==> config.mk <==
export PLATFORM = sky130hd
export DESIGN_NAME = multi7
export DESIGN_NICKNAME = d
export VERILOG_FILES = /design/src/rtl/seg7_pkg.sv /design/src/rtl/hex7_decode.sv /design/src/rtl/multi7.sv
export SDC_FILE = /design/constraint.sdc
export NUM_CORES = 1
export LEC_CHECK = 0
export CORE_ASPECT_RATIO = 0.8
export CORE_MARGIN = 2
export CORE_UTILIZATION = 45
export CTS_CLUSTER_SIZE = 25
export DETAILED_ROUTE_END_ITERATION = 7
export GPL_ROUTABILITY_DRIVEN = 0
export GPL_TIMING_DRIVEN = 0
export PLACE_DENSITY = 0.74
export SYNTH_ARGS = -nofsm -noshare
export SYNTH_HDL_FRONTEND = slang
export SYNTH_SLANG_ARGS = --single-unit
==> constraint.sdc <==
create_clock -name i_clk -period 5.7 [get_ports i_clk]
set_input_delay 1.425 -clock i_clk [delete_from_list [all_inputs] [get_ports i_clk]]
set_output_delay 1.425 -clock i_clk [all_outputs]
set_load 0.01 [all_outputs]
==> src/rtl/seg7_pkg.sv <==
// Shared seven-segment definitions: segment bit positions and the hex glyph table.
// Patterns are active-high with bit0=a ... bit6=g.
package seg7_pkg;

    localparam int unsigned SEG_A = 0;
    localparam int unsigned SEG_B = 1;
    localparam int unsigned SEG_C = 2;
    localparam int unsigned SEG_D = 3;
    localparam int unsigned SEG_E = 4;
    localparam int unsigned SEG_F = 5;
    localparam int unsigned SEG_G = 6;

    localparam int unsigned NIBBLE_W = 4;
    localparam int unsigned SEG_W    = 7;

    // Indexed by nibble value; lower-case b and d keep 6/8 and B/D distinguishable.
    localparam logic [SEG_W-1:0] HEX7_TABLE [16] = '{
        7'h3F, 7'h06, 7'h5B, 7'h4F, 7'h66, 7'h6D, 7'h7D, 7'h07,
        7'h7F, 7'h6F, 7'h77, 7'h7C, 7'h39, 7'h5E, 7'h79, 7'h71
    };

endpackage

==> src/rtl/hex7_decode.sv <==
// Combinational hex nibble to seven-segment pattern lookup.
module hex7_decode
    import seg7_pkg::*;
(
    input  logic [NIBBLE_W-1:0] nibble,
    output logic [SEG_W-1:0]    pattern
);

    // Table lookup covers all 16 nibble values, so no fallback is needed.
    always_comb begin
        pattern = HEX7_TABLE[nibble];
    end

endmodule

==> src/rtl/multi7.sv <==
// Time-multiplexed driver for a bank of common-segment 7-segment displays.
// Each display is enabled for CYCLES_PER_DIGIT clocks in turn; outputs are registered.
module multi7
    import seg7_pkg::*;
#(
    parameter int DIGITS           = 4,
    parameter int CYCLES_PER_DIGIT = 16
) (
    input  logic                         i_clk,
    input  logic                         i_rst,
    input  logic [DIGITS*NIBBLE_W-1:0]   i_digits,
    output logic [SEG_W-1:0]             o_segments_drive,
    output logic [DIGITS-1:0]            o_displays_neg
);

    localparam int CNT_W = (CYCLES_PER_DIGIT > 1) ? $clog2(CYCLES_PER_DIGIT) : 1;
    localparam int IDX_W = (DIGITS > 1) ? $clog2(DIGITS) : 1;
    localparam logic [CNT_W-1:0] CNT_LAST = CNT_W'(CYCLES_PER_DIGIT - 1);
    localparam logic [IDX_W-1:0] IDX_LAST = IDX_W'(DIGITS - 1);

    logic [CNT_W-1:0]           cnt_r;
    logic [IDX_W-1:0]           idx_r;
    logic [DIGITS*NIBBLE_W-1:0] shifted_s;
    logic [NIBBLE_W-1:0]        nibble_s;
    logic [SEG_W-1:0]           pattern_s;
    logic [DIGITS-1:0]          enable_s;

    // Select the active nibble and build the one-cold enable from the current index.
    always_comb begin
        shifted_s = i_digits >> {idx_r, 2'b00};
        nibble_s  = shifted_s[NIBBLE_W-1:0];
        enable_s  = ~(DIGITS'(1'b1) << idx_r);
    end

    hex7_decode u_decode (
        .nibble  (nibble_s),
        .pattern (pattern_s)
    );

    // Prescaler, scan index and output registers; outputs lag the index by one clock.
    always_ff @(posedge i_clk) begin
        if (i_rst) begin
            cnt_r            <= {CNT_W{1'b0}};
            idx_r            <= {IDX_W{1'b0}};
            o_displays_neg   <= {DIGITS{1'b1}};
            o_segments_drive <= {SEG_W{1'b0}};
        end else begin
            o_displays_neg   <= enable_s;
            o_segments_drive <= pattern_s;
            if (cnt_r == CNT_LAST) begin
                cnt_r <= {CNT_W{1'b0}};
                if (idx_r == IDX_LAST) begin
                    idx_r <= {IDX_W{1'b0}};
                end else begin
                    idx_r <= idx_r + IDX_W'(1'b1);
                end
            end else begin
                cnt_r <= cnt_r + CNT_W'(1'b1);
            end
        end
    end

endmodule

# After elaboration in Yosys (flattened, before gate mapping)

Memory sizes are Yosys's and may differ from the RTL's. A register that Yosys moved wholly into a read port is not among the register bits.
Cells that the tools add are included.

Register bits: 10
Memories: 1
Input bits: 18
ROM bits: 112
Output and inout port bits: 11

Shift-type cells: 2
Reductions and logical operators: 1
Equality and inequality tests: 2
Muxes and demuxes: 1
Add/sub/neg operators: 2
Bitwise logic cells: 2

Memory list:

| name            | words | bits a word | read ports | clocked after memory_dff | write ports | line              | RTL |
|---|---|---|---|---|---|---|---|
| (no name shown) | 16    | 7           | 1          | 1                        | 0           | hex7_decode.sv:11 | `pattern = HEX7_TABLE[nibble];` |

Operators with widths:

| cell                | number |
|---|---|
| $shr 16x4->4        | 1 |
| $not 4->5           | 1 |
| $add 4x1->4 const B | 1 |
| $eq 4x4->1 const B  | 1 |
| $not 4->4           | 1 |
| $shl 1x2->4 const A | 1 |
| $add 2x1->2 const B | 1 |
| $eq 2x2->1 const B  | 1 |
| $mux 2              | 1 |
| $reduce_or 2->1     | 1 |

# Logic depth before layout (Yosys ltp)

Word-level depth: 2
Mapped depth: 7
Gate-level depth less buffers: 6

# By module

A second synthesis with hierarchy kept.

Cells, all modules: 89
Area total of the unflattened synthesis: 970.9 um^2

By module, submodules not included:

| module      | instances | cells an instance | area each (um^2) | seq. area each (um^2) |
|---|---|---|---|---|
| multi7      | 1         | 56                | 683.2            | 340.3 |
| hex7_decode | 1         | 33                | 287.8            | 0.0 |

# Worst setup path before layout

No wires, ideal clock.

Kind: input to register
Start point: input port i_digits[4]
End point: register o_segments_drive[3]
Cell stages on the path: 5
Data required time: 5.629 ns
Path buffers: 0
Arrival time: 2.837 ns
Setup time: 0.071 ns
Path slack: 2.792 ns
Cells stage by stage: mux4_1 -> ha_1 -> or2_2 -> a21o_1 -> a21oi_1

Word-level cells in the longest chain between the ends: 2

RTL lines:

| what                            | line              | RTL |
|---|---|---|
| start, declared                 | multi7.sv:11      | `input logic [DIGITS*NIBBLE_W-1:0] i_digits,` |
| $shr 16x4->4                    | multi7.sv:30      | `shifted_s = i_digits >> {idx_r, 2'b00};` |
| $not 4->5 (implied by the code) | hex7_decode.sv:11 |  |
| end, declared                   | multi7.sv:12      | `output logic [SEG_W-1:0] o_segments_drive,` |

Every way passes these cells.
A chain may end at the register's enable or synchronous reset.

# Final worst setup path

Start point: input port i_digits[8]
End point: register o_segments_drive[3]

Same word-level chain as after synthesis.

==> impl_metrics.json <==
{
  "status": "complete, no violations",
  "io_pins": 29,
  "netlist_instances": 90,
  "num_vias": 725,
  "cap_violations": 0,
  "fin_skew_ps": 4.19,
  "nFillCells": 160,
  "crit_slowest_cell": "mux4_1",
  "irDropWorstVdd_v": 0.000121,
  "globalRouteMet1Util": 0.174,
  "path_depth": 6,
  "utilization": 0.666,
  "synth_cell_type_count": 28,
  "synth.top_cell.area_share": 0.360,
  "gr-usage-met2": 0.267,
  "crit-reg2reg-launch": "idx_r[0]$_SDFFE_PP0N_",
  "first_iter_violations": 10,
  "cp_max_fo": 6,
  "ys_seq_area_frac": 0.360,
  "cts_tree": "built",
  "dieArea_um2": 2490,
  "ctsRootBufferMaster": "clkbuf_4",
  "overflow": 0,
  "cts_hold_buffers": 0,
  "synthMuxAreaShare": 0.167,
  "crit_end": "o_segments_drive[3]$_SDFF_PP0_",
  "setup_viol": 0,
  "synth-simple-area-share": 0.146,
  "ys_ff_latch": 17,
  "cp-start-kind": "input port",
  "rsz0062_at_grt": "false",
  "use_met3": 0.0716,
  "synth_top_family_by_area": "multiplexers",
  "die_w_um": 55.3,
  "n_antenna_cell": 0,
  "viasPerCell": 4.97,
  "r2r_slack_ps": 3500,
  "maxSlewHeadroom": 0.664,
  "cts_buffers": 3,
  "core_um2": 1930,
  "layout-area-overhead-vs-synth_pct": 35.6,
  "reg2reg_depth": 6,
  "tightestPinTransition_ps": 505,
  "final_nets": 153,
  "gr-usage-all-layers": 0.152,
  "tns_ps": 0,
  "finalWirelength_um": 1740,
  "ctsHtreeMaxLevel": 1,
  "yosys_warnings": 0,
  "grt_max_degree": 11,
  "critPathCaptureType": "flip-flop",
  "path_cells": "clkdlybuf4s50_1, mux4_1, ha_1, or2_2, a21o_1, a21oi_1",
  "clock-sinks": 17,
  "fmax_mhz": 321,
  "crit_type": "in2reg",
  "synth.area.top_cells": "dfxtp_1 36%, ha_1 16%, mux4_1 5.6%",
  "cp_data_required_time_ps": 5920,
  "dp_hpwl_um": 1430,
  "avgSynthCellArea_um2": 10.5,
  "cp_num_buf_inv": 1,
  "syn_nets": 120,
  "grt.busiest_layer": "met2",
  "synth_compound_area_frac": 0.103,
  "p_leak_nw": 0.544,
  "pwr_density_cell_nw_per_um2": 187,
  "cts_buffer_depth": 2,
  "cts_resized": 0,
  "period_needed_ps": 3120,
  "die_h_um": 45.0,
  "grt_pass1_vias": 706,
  "port_buffers": 28,
  "rows": 14,
  "clk_pin_slew_worst_paths_ps": 90,
  "final_hold_viol_count": 0,
  "drive_gt1_frac": 0.107,
  "antenna_found_initial": 0,
  "startpoint": "i_digits[8]",
  "power_uw": 240,
  "grt_pass1_wl_um": 2880,
  "synth_top_cell_by_area": "dfxtp_1",
  "maxSlewViolCount": 0,
  "synthesis.area_um2": 946,
  "initial_core_util": 0.491,
  "drcViolationCount": 0,
  "cp_data_arrival_time_ps": 3340,
  "first_pass_iters": 4,
  "drt.antenna.violating_nets": 0,
  "post_cts_buffers": 0,
  "drt-wirelength-per-cell_um": 11.9,
  "cp_top_family": "multiplexers",
  "synth_xor_area_frac": 0.00926,
  "critical-path-max-stage-delay_ps": 600,
  "min_period_over_period": 0.547,
  "r2r-end": "o_segments_drive[3]$_SDFF_PP0_",
  "insertion_delay_ps": 280,
  "synthAdderAreaFrac": 0.159,
  "min_path_type": "reg2reg"
}
-- worst register-to-register path, cell delays in order, from the launching register on --
cell,delay (ps)
dfxtp_1,400
buf_6,160
mux4_1,670
ha_1,310
or2_2,300
a21o_1,180
a21oi_1,120
-- final cells by class --
| type | instances | area [um^2] | area share |
|---|---|---|---|
| well taps | 24 | 30.0 | 0.0234 |
| plain buffers | 4 | 31.3 | 0.0244 |
| clock buffers | 4 | 26.3 | 0.0205 |
| flip-flops and latches | 17 | 340 | 0.265 |
| multi-input cells | 63 | 552 | 0.430 |
| repair buffers | 28 | 280 | 0.219 |
| inverters | 6 | 22.5 | 0.0176 |
-- synthesized netlist by cell type --
cell	count
or2_2	1
mux4_2	2
and3b_1	1
o21ai_0	2
a2bb2oi_1	1
xnor2_1	1
nand2b_1	5
nand3_1	1
mux2_4	2
clkbuf_1	1
dfxtp_1	17
a21o_1	2
buf_6	2
mux4_1	2
a211oi_2	2
nand2_1	4
or2_1	1
a21oi_1	5
o211ai_1	1
ha_1	12
nor3b_1	1
mux2i_1	3
nor3_1	3
nand4b_1	1
nor2_1	9
inv_1	6
buf_2	1
o22ai_1	1
-- registers in the layout, summed over array words and instances (netlist names) --
signal	flops
cnt_r	4
idx_r	2
o_displays_neg	4
o_segments_drive	7
-- worst min path at each step --
stage,start,endpoint,slack [ps],depth (start not counted)
finish,cnt_r[0]$_SDFF_PP0_,cnt_r[0]$_SDFF_PP0_,510,1
global route,cnt_r[0]$_SDFF_PP0_,cnt_r[0]$_SDFF_PP0_,530,1
CTS,cnt_r[0]$_SDFF_PP0_,cnt_r[0]$_SDFF_PP0_,500,1
detailed placement,cnt_r[0]$_SDFF_PP0_,cnt_r[0]$_SDFF_PP0_,490,1
global placement,cnt_r[0]$_SDFF_PP0_,cnt_r[0]$_SDFF_PP0_,470,1
floorplan,cnt_r[0]$_SDFF_PP0_,cnt_r[0]$_SDFF_PP0_,450,1
-- cell families (layout without fill, tap and decap cells) --
group	after synthesis	in the layout
and+or+nand+nor	27	27
adders and majority gates	12	12
muxes	9	9
AOI/OAI and AO/OA	14	14
xor gates and xnor gates	1	1
DFF	17	17
buffers and inverters	10	42
-- power by group --
| part | internal (mW) | total (mW) | switching [mW] |
|---|---|---|---|
| clock | 0.0272 | 0.0621 | 0.0349 |
| sequential | 0.125 | 0.128 | 0.00289 |
| combinational | 0.0308 | 0.0499 | 0.0191 |
-- metrics by stage --
step | setup WS [ps] | instances | hold WS, ps | instance area [um^2]
2_1_floorplan | 2790 | 90 | 445 | 946
3_3_place_gp | 2280 | 142 | 472 | 1260
3_5_place_dp | 2270 | 142 | 489 | 1260
4_1_cts | 2580 | 146 | 502 | 1280
5_1_grt | 2510 | 146 | 532 | 1280
6_report | 2580 | 146 | 507 | 1280
-- metal layers --
metal,wire (um),vias up
li1,-,376
met1,782,323
met2,829,26
met3,124,0
met4,0,0
met5,0,-
-- layout by cell type, fill, tap and decap left out --
| cell | netlist | routed |
|---|---|---|
| or2_1 | 1 | 1 |
| buf_6 | 2 | 2 |
| mux4_1 | 2 | 2 |
| a21o_1 | 2 | 2 |
| mux4_2 | 2 | 2 |
| o211ai_1 | 1 | 1 |
| nand2b_1 | 5 | 5 |
| nor3_1 | 3 | 3 |
| a211oi_2 | 2 | 2 |
| ha_1 | 12 | 12 |
| o22ai_1 | 1 | 1 |
| and3b_1 | 1 | 1 |
| dfxtp_1 | 17 | 17 |
| nand3_1 | 1 | 1 |
| a2bb2oi_1 | 1 | 1 |
| or2_2 | 1 | 1 |
| nand2_1 | 4 | 4 |
| inv_1 | 6 | 6 |
| nor2_1 | 9 | 9 |
| clkbuf_4 | 0 | 3 |
| buf_2 | 1 | 1 |
| a21oi_1 | 5 | 5 |
| mux2_4 | 2 | 2 |
| nand4b_1 | 1 | 1 |
| xnor2_1 | 1 | 1 |
| nor3b_1 | 1 | 1 |
| mux2i_1 | 3 | 3 |
| clkbuf_1 | 1 | 2 |
| o21ai_0 | 2 | 2 |
| clkdlybuf4s50_1 | 0 | 28 |
No activity file was read; power rests on OpenSTA's default activity.
